File: src/rtl/alu_seq_multiplier.sv
// Iterative shift-add unsigned multiplier with a valid/ready handshake on both sides.
// Each BUSY cycle, a bank of 2*WIDTH mux2to1 cells picks 0 or the shifted multiplicand
// based on the current multiplier LSB, and that selection is added into the accumulator.

// Single-bit 2:1 select cell; one instance per product bit.
module mux2to1 (
  input  logic sel_i,
  input  logic in0_i,
  input  logic in1_i,
  output logic out_o
);
  assign out_o = sel_i ? in1_i : in0_i;
endmodule

module alu_seq_multiplier #(
  parameter int WIDTH = 8
) (
  input  logic               clk,
  input  logic               reset_n,
  input  logic               in_valid,
  output logic               in_ready,
  input  logic [WIDTH-1:0]   op_a,
  input  logic [WIDTH-1:0]   op_b,
  output logic               out_valid,
  input  logic               out_ready,
  output logic [2*WIDTH-1:0] product,
  output logic               busy
);

  localparam int PW = 2 * WIDTH;
  localparam int CW = $clog2(WIDTH + 1);

  localparam logic [1:0] IDLE = 2'd0;
  localparam logic [1:0] BUSY = 2'd1;
  localparam logic [1:0] DONE = 2'd2;

  logic [1:0]       state_q, state_d;
  logic [PW-1:0]    mcand_q, mcand_d;
  logic [WIDTH-1:0] mplier_q, mplier_d;
  logic [PW-1:0]    acc_q, acc_d;
  logic [CW-1:0]    cnt_q, cnt_d;
  logic [PW-1:0]    prod_q, prod_d;

  logic [PW-1:0]    partial;
  logic [PW-1:0]    sum;

  // Partial-product select bank: bit i is either 0 or mcand[i].
  for (genvar i = 0; i < PW; i++) begin : g_pp
    mux2to1 u_mux (
      .sel_i (mplier_q[0]),
      .in0_i (1'b0),
      .in1_i (mcand_q[i]),
      .out_o (partial[i])
    );
  end

  // The shifted multiplicand never exceeds 2*WIDTH bits, so the sum cannot overflow.
  assign sum = acc_q + partial;

  // Next-state logic: load operands in IDLE, one shift-add per BUSY cycle, hold in DONE.
  always_comb begin
    state_d  = state_q;
    mcand_d  = mcand_q;
    mplier_d = mplier_q;
    acc_d    = acc_q;
    cnt_d    = cnt_q;
    prod_d   = prod_q;
    case (state_q)
      IDLE: begin
        if (in_valid) begin
          mcand_d  = {{WIDTH{1'b0}}, op_a};
          mplier_d = op_b;
          acc_d    = '0;
          cnt_d    = '0;
          state_d  = BUSY;
        end
      end
      BUSY: begin
        acc_d    = sum;
        mcand_d  = mcand_q << 1;
        mplier_d = mplier_q >> 1;
        cnt_d    = cnt_q + CW'(1);
        // Fixed WIDTH iterations, no early exit on zero operands.
        if (cnt_q == CW'(WIDTH - 1)) begin
          prod_d  = sum;
          state_d = DONE;
        end
      end
      DONE: begin
        if (out_ready) state_d = IDLE;
      end
      default: state_d = IDLE;
    endcase
  end

  // State and datapath registers; async reset discards any in-flight operation.
  always_ff @(posedge clk or negedge reset_n) begin
    if (!reset_n) begin
      state_q  <= IDLE;
      mcand_q  <= '0;
      mplier_q <= '0;
      acc_q    <= '0;
      cnt_q    <= '0;
      prod_q   <= '0;
    end else begin
      state_q  <= state_d;
      mcand_q  <= mcand_d;
      mplier_q <= mplier_d;
      acc_q    <= acc_d;
      cnt_q    <= cnt_d;
      prod_q   <= prod_d;
    end
  end

  // Outputs depend only on registers, never directly on inputs.
  assign in_ready  = (state_q == IDLE);
  assign busy      = (state_q == BUSY);
  assign out_valid = (state_q == DONE);
  assign product   = prod_q;

endmodule

File: config.mk
export PLATFORM = sky130hd
export DESIGN_NAME = alu_seq_multiplier
export DESIGN_NICKNAME = d
export VERILOG_FILES = /design/src/rtl/alu_seq_multiplier.sv
export SDC_FILE = /design/constraint.sdc
export NUM_CORES = 1
export LEC_CHECK = 0
export BUFFER_PORTS_ARGS = -buffer_cell sky130_fd_sc_hd__buf_2
export CORE_ASPECT_RATIO = 1.75
export CORE_MARGIN = 4
export CORE_UTILIZATION = 30
export CTS_BUF_LIST = sky130_fd_sc_hd__clkbuf_8
export DETAILED_ROUTE_END_ITERATION = 10
export GPL_TIMING_DRIVEN = 1
export HOLD_SLACK_MARGIN = 0.15
export PLACE_DENSITY = 0.53
export RECOVER_POWER = 50
export SLEW_MARGIN = 25
export SYNTH_ARGS = -nofsm -noshare
export SYNTH_HDL_FRONTEND = slang
export SYNTH_SLANG_ARGS = --single-unit
File: constraint.sdc
create_clock -name clk -period 3.55 [get_ports clk]
set_clock_uncertainty 0.05 [all_clocks]
set_input_delay 0.71 -clock clk [delete_from_list [all_inputs] [get_ports clk]]
set_output_delay 0.71 -clock clk [all_outputs]
set_load 0.01 [all_outputs]
== After elaboration in Yosys (flattened, before gate mapping) ==
Cells that the tools add are included.

* Output and inout port bits: 19
* Word-level logic and storage cells: 47
* Input port bits: 20
* Register bits: 62

* Equality and inequality tests: 6
* Reductions and logical operators: 5
* Multiplexer cells: 28
* $add $sub $neg: 2

{| class="wikitable"
|+ Operator list
! cell !! count
|-
| case mux 16 bit (2 select lines) || 2
|-
| 2-to-1 mux 16 bit || 2
|-
| adder 16 bit || 1
|-
| 2-to-1 mux 1 bit || 16
|-
| case mux 8 bit (2 select lines) || 1
|-
| 2-to-1 mux 8 bit || 1
|-
| case mux 4 bit (2 select lines) || 1
|-
| 2-to-1 mux 2 bit || 3
|-
| case mux 2 bit (3 select lines) || 1
|-
| adder 4 x 1 -> 4 bit, second input constant || 1
|-
| equality test 4 x 3 -> 1 bit, second input constant || 1
|-
| 2-to-1 mux 4 bit || 1
|-
| != test 2 x 1 -> 1 bit, second input constant || 2
|-
| AND reduction 2 bit || 2
|-
| AND reduction 3 bit || 1
|-
| equality test 2 x 1 -> 1 bit, second input constant || 1
|-
| equality test 2 bit, second input constant || 1
|-
| logical NOT 2 bit || 1
|-
| != test 2 bit, second input constant || 1
|-
| nonzero test 2 bit || 1
|}

== Logic depth before layout (Yosys ltp) ==
Gate-level depths: netlist of run 1.

* Word-level depth: 3
* Gate-level depth with buffers: 10
* Depth with buffers taken out: 9

== Hierarchy ==
From an unflattened synthesis of run 1, not the netlist that was laid out.

* Cells, all modules: 374
* Area, all modules: 3617.2 um^2

{| class="wikitable"
|+ Modules (own cells, without submodules)
! module !! times used !! cells each !! seq. area each (um^2) !! area each (um^2)
|-
| alu_seq_multiplier || 1 || 358 || 1551.5 || 3377.0
|-
| mux2to1 || 16 || 1 || 0.0 || 15.0
|}

== Least setup slack after synthesis of run 1 ==
No wires, ideal clock.

* Kind: reg-to-reg
* Start: reg mplier_q[0]
* End: reg acc_q[15]
* Slack: 1.097 ns
* Data required time: 3.410 ns
* Setup time: 0.090 ns
* Cell stages (with the launch flop): 10
* Path buffers: 1
* Clock period less this slack: 2.453 ns
* Arrival time: 2.313 ns
* Cells stage by stage: dfrtp_1 > clkbuf_1 > and2_1 > ha_1 > a21o_1 > a31o_1 > a31oi_4 > o31ai_2 > or4_1 > o2111ai_1

* Word-level cells in the longest chain between the ends: 3
* Elaborated cells on any way between the ends: 18
* Those cells by class: 1 x add/sub; 17 x mux

{| class="wikitable"
|+ RTL lines
! element !! line !! source
|-
| start, declared || 39 || <nowiki>logic [WIDTH-1:0] mplier_q, mplier_d;</nowiki>
|-
| start signal, assigned || 108 || <nowiki>mplier_q <= mplier_d;</nowiki>
|-
| 2-to-1 mux 1 bit || 12 || <nowiki>assign out_o = sel_i ? in1_i : in0_i;</nowiki>
|-
| adder 16 bit (*) || 58 || <nowiki>assign sum = acc_q + partial;</nowiki>
|-
| case mux 16 bit (2 select lines) (*) || 68 || <nowiki>case (state_q)</nowiki>
|-
| end signal, assigned || 102 || <nowiki>acc_q <= '0;</nowiki>
|-
| end signal, assigned || 109 || <nowiki>acc_q <= acc_d;</nowiki>
|-
| end, declared || 40 || <nowiki>logic [PW-1:0] acc_q, acc_d;</nowiki>
|}

Mark *: on every way between the ends. The rest lies on a longest branch, timed or not.
A chain may end at the register's enable or synchronous reset.

== Worst setup path in the final report of run 1 ==
* Start: reg mplier_q[0]
* End: reg prod_q[14] (netlist: product[14])

* Word-level cells in the longest chain between the ends: 2
* Elaborated cells on any way between the ends: 16
* Those cells by class: 1 x add/sub; 15 x mux

{| class="wikitable"
|+ RTL lines
! element !! line !! source
|-
| 2-to-1 mux 1 bit || 12 ||
|-
| adder 16 bit (*) || 58 ||
|-
| end signal, assigned || 111 || <nowiki>prod_q <= prod_d;</nowiki>
|-
| end, declared || 42 || <nowiki>logic [PW-1:0] prod_q, prod_d;</nowiki>
|}

Marks and branches as above.

==> metrics.cfg, run 1 <==
[worst_setup_path]
cp_capture_type = flop
timing.critical_path.required_ps = 3720
worstSetupPathType = reg -> reg
setup_crit_start_kind = flop
timing.critical_path.arrival_ps = 2960
path_max_fanout = 17

[detailed_routing]
met3WireLength_um = 341
drcViolationCount = 0
total_wirelength_of_the_detailed_routed_design_mm = 8.68
detailroute.via_count = 2752
dr_wl_met2_mm = 4.66
drt-met1-wl_mm = 3.37
highest_layer = met4
drt-pass1-iter-count = 5
drt-initial-drc-count = 125
antenna_left = 0
avgRoutedWirePerCell_um = 16.4
detail_route.vias_per_cell = 5.21

[logic_synthesis]
postSynthRegisterBits = 62
post_synth_main_area_contributors = dfrtp_1 (45%), ha_1 (5.9%), o21ai_0 (5.4%)
yosys_warnings = 0
synth_flop_cell = dfrtp_1
most_used_standard_cell_by_instance_count_after_synthesis = dfrtp_1
multiplexer_share_of_the_synthesized_area_pct = 2.20
yosys-top-cells-count = dfrtp_1 (62), nand2_1 (47), o21ai_0 (37), and2_1 (25), a21oi_1 (19)
synth_fa_ha_area_share_pct = 6.44
synth_simple_gate_area_share_pct = 16.4
post_synth_instance_area_sq_um = 3420
synth-edff-count = 0
synth-seq-area-share_pct = 45.4
synth_top_family_by_area = compound AO/OA/AOI/OAI gates
synth.largest_area_cell = dfrtp_1
synth_compound_area_share_pct = 23.0
yosys.cell_types.count = 43
synth_nets = 395
post_synth_inst_count = 358
async_set_reset_flop_share_out_of_synthesis_pct = 100
synthDominantCellAreaShare_pct = 45.4
synth_xor_area_share_pct = 3.33
synth_area_per_cell_sq_um = 9.54

[sta]
timing_hold_violations_final = 0
worst-slew-pin-transition_ps = 1550
finalSetupViolations = 0
setup_tns_ps = 0
max-slew-margin-rel_pct = -3.15
layout_min_cycle_time_ps = 2790
period_share_pct = 78.5
grt_setup_unrepaired = false
max_slew_violations = 29
max_clock_freq_mhz = 359

[die]
die_area_sq_um = 13200
std_cell_rows = 51
ioPinCount = 39
effective_utilization_at_floorplan_pct = 30.6
die_height_um = 149
die_x_um = 88.7
core_area_sq_um = 11200

[finish]
area_growth_from_synthesis_to_layout_pct = 14.2
multi_input_area_sq_um = 1770
finish.instance_area_sq_um = 3900
antennaDiodeCount = 0
layout.nets = 428
final_util_pct = 35.0
seqCellArea_sq_um = 1550
layout.filler_cells = 1131
drive_gt1_share_pct = 15.2

[grt]
globalRouteTotalUtil_pct = 14.4
overflow_left_after_global_routing = 0
maximum_number_of_pins_on_one_net_before_global_route_repair = 39
number_of_global_route_vias_before_repair = 2889
grt_pass1_wl_mm = 14.7
grt_antenna_before_repair = 0

[cts]
post_cts_resized = 0
clock_insertion_delay_worst_skew_ps = 350
cts.path.max_buffers = 2
cts_buffers = 9
clock_sink_count = 62
cts_post_setup_buffers_inserted = 0
ctsHtreeMaxLevel = 3
cts_hold_buffers = 0
cts_root_buffer = clkbuf_8
clock_transition_at_the_registers_of_the_reported_paths_ps = 70
cts_tree = done

[power_and_ir_drop]
power.ir.vdd_worst_uv = 483
power.density_cell_area_nw_per_um2 = 775
static-leakage-power_nw = 1.82

[placement]
finalWeightedCongestion = 0.855
placement.cell_area_sq_um = 3760
detailedPlacementHpwl_mm = 6.38
port_buffers = 38

[min_path]
path_category_of_the_worst_min_delay_check = reg -> reg

[status]
violations = max-capacitance violations, max-slew violations
run_status = finished, violations left

[job]
drv.max_cap_violation_count = 1

stage by stage:
| step | worst slack [ps] | hold slack [ps] | power, mW | instances |
|---|---|---|---|---|
| floorplan | 1100 | 364 | 2.08 | 358 |
| global placement | 810 | 406 | 2.48 | 512 |
| detailed placement | 746 | 407 | 2.50 | 512 |
| CTS | 728 | 363 | 3.08 | 528 |
| global route | 523 | 446 | 3.29 | 528 |
| finish | 762 | 420 | 3.03 | 528 |
sequential cells by signal, summed over array words and instances, names as in the netlist:
| register | count |
|---|---|
| acc_q | 16 |
| cnt_q | 4 |
| mcand_q | 16 |
| mplier_q | 8 |
| product | 16 |
| state_q | 2 |
final timing paths:
kind	start	endpoint	slack, ps	depth (start not counted)
setup / recovery	mplier_q[0]$_DFFE_PN0P_	product[14]$_DFFE_PN0P_	760	9
hold / removal	product[3]$_DFFE_PN0P_	product[3]$_DFFE_PN0P_	420	2
setup reg to reg	mplier_q[0]$_DFFE_PN0P_	product[14]$_DFFE_PN0P_	760	9
hold reg to reg	product[3]$_DFFE_PN0P_	product[3]$_DFFE_PN0P_	420	2
max in group asynchronous	reset_n	mcand_q[6]$_DFFE_PN0P_	1150	2
min in group asynchronous	reset_n	product[2]$_DFFE_PN0P_	680	1
logic make-up after synthesis:
family	Yosys count
AO/OA/AOI/OAI	117
XOR/XNOR	13
adder cells (fa/ha/maj)	17
buffers and inverters	28
flip-flops	62
multiplexers	7
AND/OR/NAND/NOR	114
metal layers:
metal	track usage [%]	vias up
li1	-	1351
met1	15.9	1318
met5	0	-
met4	6.73	0
met2	25.3	61
met3	3.54	22
cell type report:
| cell class | instances | share of cell area (%) |
|---|---|---|
| clock inverter | 6 | 0.962 |
| timing repair buffer | 44 | 5.64 |
| tap | 132 | 4.23 |
| inverter | 6 | 0.577 |
| clock buffer | 10 | 3.53 |
| multi-input combinational | 268 | 45.3 |
| sequential | 62 | 39.7 |
critical path, cell delays in order, from the launching register on:
cell,delay (ps)
dfrtp_1,510
and2_1,200
ha_1,200
fa_1,410
a21o_1,200
a311oi_1,410
nor3_1,100
a211oi_1,280
xor2_1,190
o21ai_0,100
where the power goes:
part           leakage (nW)  internal [mW]  switching [mW]
registers             0.805          0.977           0.224
clock network        0.0841          0.268           0.293
logic                 0.935          0.523           0.741
total                  1.82           1.77            1.26
placed cells by master (no fill, tap or decap), types with 10 or more instances in the layout:
cell type / synthesis / layout
nor2b_1: 10 / 10
o21ai_0: 37 / 37
ha_1: 16 / 16
clkbuf_1: 18 / 10
dfrtp_1: 62 / 62
clkbuf_8: 0 / 10
nand2_1: 47 / 47
a31oi_1: 10 / 10
a21oi_1: 19 / 19
and2_1: 25 / 25
nor2_1: 10 / 10
a22o_1: 18 / 18
buf_2: 2 / 28
Power figures use the tool's default switching activity.
==> run 2, diff against run 1 <==
ABC_AREA = 1   (was default)
PLACE_DENSITY = 0.54   (was 0.53)
clock period = 2.4 ns   (was 3.55 ns; I/O delays follow)
==> run 2 against run 1 <==
  * The run still ends with max-capacitance violations, max-slew violations left
  * Synthesized cell count up 29%
  * Global-route usage down 0.51 points
  * Final cell count up 22%
  * Die area up 3.0%
  * Area after synthesis up 3.2%
  * Worst hold slack worse by 150 ps
  * Setup slack worse by 510 ps
  * Critical path type unchanged
  * Largest power group unchanged
==> metrics.cfg, run 2 <==
[die]
die_x_um = 90.0  ; +1.5%
die_area_sq_um = 13600  ; +3.0%
effective_utilization_at_floorplan_pct = 30.6  ; about the same
die_height_um = 151  ; +1.5%
ioPinCount = 39  ; unchanged
core_area_sq_um = 11500  ; +3.1%
std_cell_rows = 52  ; +2.0%

[worst_setup_path]
critPathCapture = acc_q[4]$_DFFE_PN0P_
setup_crit_start_kind = flop
cp_capture_type = flop
timing.critical_path.arrival_ps = 2310  ; -650 ps
r2r_start = mplier_q[0]$_DFFE_PN0P_
worst-r2r-setup-slack_ps = 250  ; -510 ps
crit_start = mplier_q[0]$_DFFE_PN0P_
worstSetupPathType = reg -> reg
reg2reg_to = acc_q[4]$_DFFE_PN0P_
timing.reg2reg.worst_path_depth = 8  ; -1
path_max_fanout = 17  ; unchanged
timing.critical_path.required_ps = 2560  ; -1160 ps

[logic_synthesis]
yosys_warnings = 0  ; unchanged
synth_area_per_cell_sq_um = 7.62  ; -20%
async_set_reset_flop_share_out_of_synthesis_pct = 100  ; unchanged
synth-edff-count = 0  ; unchanged
synth_flop_cell = dfrtp_1
most_used_standard_cell_by_instance_count_after_synthesis = nand2_1
post_synth_main_area_contributors = dfrtp_1 (44%), nand2_1 (20%), inv_1 (6.8%)
post_synth_instance_area_sq_um = 3530  ; +3.2%
yosys.cell_types.count = 36  ; -16%
synthDominantCellAreaShare_pct = 44.0  ; -1.4 points
synth-seq-area-share_pct = 44.0  ; -1.4 points
synth.largest_area_cell = dfrtp_1
yosys-top-cells-count = nand2_1 (187), inv_1 (64), dfrtp_1 (62), nand3_1 (36), ha_1 (16)
synth_nets = 500  ; +27%
post_synth_inst_count = 463  ; +29%
postSynthRegisterBits = 62  ; unchanged

[status]
violations = max-capacitance violations, max-slew violations
run_status = finished, violations left

[sta]
max_slew_violations = 63  ; +120%
worst-slew-pin-transition_ps = 1570  ; +19.5 ps
layout_min_cycle_time_ps = 2150  ; -639 ps
max_clock_freq_mhz = 465  ; +30%
grt_setup_unrepaired = false
finalSetupViolations = 0  ; unchanged
hold_slack_ps = 272  ; -149 ps
period_share_pct = 89.6  ; +11 points
setup_tns_ps = 0  ; unchanged
timing_hold_violations_final = 0  ; unchanged
max-slew-margin-rel_pct = -4.45  ; -1.3 points

[finish]
area_growth_from_synthesis_to_layout_pct = 14.4
layout.filler_cells = 1223  ; +8.1%
most-common-layout-cells = nand2_1 (187), inv_1 (65), dfrtp_1 (61)
final_common_cell = nand2_1
antennaDiodeCount = 0  ; unchanged
drive_gt1_share_pct = 14.2  ; -0.98 points
layout.nets = 540  ; +26%

[detailed_routing]
detail_route.vias_per_cell = 4.64  ; -11%
antenna_left = 0  ; unchanged
total_wirelength_of_the_detailed_routed_design_mm = 8.77  ; +1.1%
drt-initial-drc-count = 158  ; +26%
avgRoutedWirePerCell_um = 13.6  ; -17%
drt-pass1-iter-count = 6  ; +1
drcViolationCount = 0  ; unchanged
detailroute.via_count = 2981  ; +8.3%

[min_path]
min_from = out_ready
path_category_of_the_worst_min_delay_check = in -> reg

[cts]
cts_buffers = 9  ; unchanged
cts.path.max_buffers = 2  ; unchanged
cts_tree = done
ctsHtreeMaxLevel = 3  ; unchanged
cts_root_buffer = clkbuf_8
cts_hold_buffers = 0  ; unchanged
clock_transition_at_the_registers_of_the_reported_paths_ps = 80  ; about the same
clock_insertion_delay_worst_skew_ps = 340  ; about the same
clock_sink_count = 62  ; unchanged

[grt]
maximum_number_of_pins_on_one_net_before_global_route_repair = 63  ; +62%
number_of_global_route_vias_before_repair = 3110  ; +7.6%
grt_pass1_wl_mm = 14.9  ; +1.4%
overflow_left_after_global_routing = 0  ; unchanged
globalRouteTotalUtil_pct = 13.9  ; -0.51 points
grt_antenna_before_repair = 0  ; unchanged

[power_and_ir_drop]
seqPwrFrac_pct = 38.4  ; -1.3 points
static-leakage-power_nw = 2.33  ; +28%
p_int_mw = 2.63  ; +49%
switching_share_pct = 41.9  ; +0.30 points
power.clock.fraction_pct = 21.4  ; +2.9 points
power.ir.vdd_worst_uv = 578  ; +20%
power_switching_mw = 1.89  ; +50%
power.density_cell_area_nw_per_um2 = 1120  ; +45%
combPwrFrac_pct = 40.2  ; -1.6 points

[placement]
finalWeightedCongestion = 0.884  ; +3.4%
detailedPlacementHpwl_mm = 6.57  ; +2.9%
port_buffers = 38  ; unchanged

[job]
drv.max_cap_violation_count = 1  ; unchanged

==> run 2: cell families after synthesis <==
kind of cell / count (synthesis) / synth area share, %
AOI/OAI and AO/OA: 42 / 7.52
xor gates and xnor gates: 5 / 1.24
adders and majority gates: 17 / 6.24
buffers and inverters: 81 / 9.90
DFF: 62 / 44.0
muxes: 1 / 0.284
and+or+nand+nor: 255 / 30.8
==> run 2: per-layer routing <==
layer,GRT usage (%),routed length (um)
met1,14.0,3340
met2,27.3,4870
met3,1.74,220
met4,8.05,338
met5,0,0
==> run 2: how the worst min path moves through the flow <==
stage / to / slack, ps / cells after the start
final: state_q[1]$_DFFE_PN0P_ / 270 / 2
after global routing: state_q[1]$_DFFE_PN0P_ / 240 / 2
after CTS: state_q[1]$_DFFE_PN0P_ / 250 / 2
after detailed placement: product[2]$_DFFE_PN0P_ / 410 / 2
after global placement: product[1]$_DFFE_PN0P_ / 410 / 2
after floorplan: acc_q[0]$_DFFE_PN0P_ / 130 / 0
==> run 2: stage by stage <==
stage	util (%)	power (mW)	worst slack [ps]	instances	cell area (sq um)
floorplan	-	3.07	267	463	3530
global placement	33.3	3.58	191	627	3830
detailed placement	33.3	3.62	158	627	3830
CTS	35.1	4.61	140	643	4040
global route	35.0	4.92	73.7	643	4030
finish	35.0	4.52	251	643	4030
==> run 2: layout make-up <==
class	count	area [sq um]	area share, %
Clock buffer	10	138	3.41
Timing Repair Buffer	42	216	5.37
Multi-Input combinational cell	320	1630	40.3
Sequential cell	62	1550	38.5
Inverter	68	262	6.48
Tap cell	135	169	4.19
Clock inverter	6	70.1	1.74
==> run 2: worst max-delay path, stage by stage (launching register included) <==
cell     delay [ps]
dfrtp_2         520
nand2_1         100
inv_1            40
ha_1            190
fa_1            440
nand3_1         100
nand3_1         140
xnor2_1         320
o21ai_0         120
==> run 2: power groups by stage <==
stage	sequential (mW)	clock [mW]	combinational, mW
final	1.74	0.968	1.82
after global routing	1.80	1.04	2.08
after CTS	1.74	0.996	1.87
after detailed placement	1.76	0	1.86
after global placement	1.75	0	1.83
after floorplan	1.71	0	1.36
==> run 2: what timing repair did <==
action                     in CTS  in global routing
setup buffers                   0                  0
gates resized for setup         0                  1
setup endpoints to repair       0                  7
==> run 3, diff against run 2 <==
PLACE_DENSITY = default   (was 0.54)
PLACE_DENSITY_LB_ADDON = 0.1   (was default)
==> run 3 against run 2 <==
  * The run now ends clean
  * Register-to-register slack got worse by 50 ps
  * Non-clock buffer count rose by 4
  * Utilization rose by 0.36 points
  * Setup slack got worse by 50 ps
  * Sequential power barely moved
  * Clock-buffer cell count rose by 1
  * Wire length rose by 5.1%
  * Largest cell class unchanged
==> metrics.cfg, run 3 (synthesis gave the netlist of run 2 again) <==
[worst_setup_path]
timing.critical_path.required_ps = 2640  ; +80 ps
crit_start = mplier_q[0]$_DFFE_PN0P_
r2r_start = mplier_q[0]$_DFFE_PN0P_
critPathMaxStageDelay_ps = 510  ; about the same
path_max_fanout = 14  ; -3
cell_type_of_the_slowest_stage_on_the_worst_timing_path = dfrtp_2
timing.critical_path.arrival_ps = 2440  ; +130 ps
worstPathCellList = nand2_1 > inv_1 > ha_1 > fa_1 > nand3_1 > nand3_1 > a21oi_1 > xnor2_1 > nand2_1 > nand2_1
crit_path_frequent_cell = nand2_1
worstSetupPathType = reg -> reg
critPathBufInv = 1  ; unchanged
setup_crit_start_kind = flop
cp_capture_type = flop
path_delay_family = adder cells

[detailed_routing]
drcViolationCount = 0  ; unchanged
avgRoutedWirePerCell_um = 14.2  ; +4.5%
drt-pass1-iter-count = 4  ; -2
drt-initial-drc-count = 135  ; -15%
detail_route.vias_per_cell = 4.65  ; +0.38%
antenna_left = 0  ; unchanged
detailroute.via_count = 3011  ; +1.0%
total_wirelength_of_the_detailed_routed_design_mm = 9.22  ; +5.1%

[die]
die_x_um = 90.0  ; unchanged
core_area_sq_um = 11500  ; unchanged
die_area_sq_um = 13600  ; unchanged
die_height_um = 151  ; unchanged
ioPinCount = 39  ; unchanged
std_cell_rows = 52  ; unchanged
effective_utilization_at_floorplan_pct = 30.6  ; unchanged

[grt]
overflow_left_after_global_routing = 0  ; unchanged
maximum_number_of_pins_on_one_net_before_global_route_repair = 38  ; -40%
grt_pass1_wl_mm = 15.4  ; +3.3%
grt_antenna_before_repair = 0  ; unchanged
number_of_global_route_vias_before_repair = 3098  ; -0.39%
globalRouteTotalUtil_pct = 14.5  ; +0.58 points

[sta]
layout_min_cycle_time_ps = 2200  ; +50.2 ps
max-slew-margin-rel_pct = 50.2  ; +55 points
max_slew_violations = 0  ; -100%
period_share_pct = 91.6  ; +2.1 points
setup_tns_ps = 0  ; unchanged
max_clock_freq_mhz = 455  ; -2.3%
grt_setup_unrepaired = false
worst-slew-pin-transition_ps = 743  ; -824 ps
postLayoutSetupSlackWorst_ps = 201  ; -50.2 ps
finalSetupViolations = 0  ; unchanged
timing_hold_violations_final = 0  ; unchanged

[cts]
clock_sink_count = 62  ; unchanged
cts_tree = done
clock_transition_at_the_registers_of_the_reported_paths_ps = 70  ; about the same
cts.path.max_buffers = 2  ; unchanged
cts_root_buffer = clkbuf_8
ctsHtreeMaxLevel = 3  ; unchanged
cts_buffers = 9  ; unchanged
clock_insertion_delay_worst_skew_ps = 350  ; about the same

[finish]
drive_gt1_share_pct = 11.7  ; -2.5 points
area_growth_from_synthesis_to_layout_pct = 15.5
final_common_cell = nand2_1
layout.nets = 544  ; +0.74%
antennaDiodeCount = 0  ; unchanged
most-common-layout-cells = nand2_1 (187), inv_1 (65), dfrtp_1 (61)

[placement]
detailedPlacementHpwl_mm = 6.91  ; +5.2%
placement.setup.worst_slack_ps = 89.5  ; -68.8 ps
finalWeightedCongestion = 0.806  ; -8.8%
port_buffers = 38  ; unchanged

[power_and_ir_drop]
static-leakage-power_nw = 2.30  ; -1.3%
power.ir.vdd_worst_uv = 501  ; -13%
power.density_cell_area_nw_per_um2 = 1140  ; +1.7%

[job]
drv.max_cap_violation_count = 0  ; -1

[min_path]
path_category_of_the_worst_min_delay_check = in -> reg
min_from = out_ready

[status]
run_status = completed

==> run 3: changes by cell type in the layout (fill, tap and decap cells not counted), moves of 2 or more <==
| cell | delta |
|---|---|
| clkbuf_1 | +15 |
| buf_2 | -16 |
| buf_4 | +3 |
| clkinv_4 | -2 |
==> run 3: area by class of cell <==
| type | count | area (sq um) |
|---|---|---|
| fill | 1250 | 7440 |
| multi-input combinational | 320 | 1630 |
| sequential | 62 | 1550 |
| inverter | 68 | 262 |
| timing repair buffer | 46 | 233 |
| tap | 135 | 169 |
| clock buffer | 11 | 151 |
| clock inverter | 5 | 81.3 |
==> run 3: final timing paths <==
path / endpoint / slack [ps] / cells past startpoint
setup / recovery: product[8]$_DFFE_PN0P_ / 200 / 10
hold reg to reg: cnt_q[3]$_DFFE_PN0P_ / 430 / 1
min in group asynchronous: product[4]$_DFFE_PN0P_ / 680 / 2
max in group asynchronous: mcand_q[10]$_DFFE_PN0P_ / 550 / 3
setup reg to reg: product[8]$_DFFE_PN0P_ / 200 / 10
hold / removal: state_q[1]$_DFFE_PN0P_ / 260 / 2
==> run 3: per-stage QoR <==
step	power, mW	util, %	instance area, sq um	hold slack, ps	instances
global route	5.06	35.4	4080	244	647
global placement	3.61	33.4	3840	411	627
detailed placement	3.64	33.4	3840	413	627
finish	4.65	35.4	4080	259	647
CTS	4.74	35.5	4090	239	644
floorplan	3.07	-	3530	134	463
==> run 3: repair_timing <==
item                       in CTS  in global routing
hold endpoints to repair       25                  0
resized for setup               0                  1
setup buffers                   0                  3
setup endpoints to repair       0                 16
hold buffers                    1                  0
==> run 3: power breakdown <==
part / switching (mW) / internal (mW) / total [mW]
Clock: 0.435 / 0.641 / 1.08
Sequential: 0.291 / 1.45 / 1.74
Combinational: 1.16 / 0.666 / 1.83
==> run 3: metal layers <==
metal | global-route usage (%) | vias up | routed length [um]
li1 | - | 1545 | -
met1 | 15.4 | 1417 | 3740
met2 | 28.3 | 41 | 5130
met3 | 2.73 | 8 | 214
met4 | 5.29 | 0 | 132
met5 | 0 | - | 0
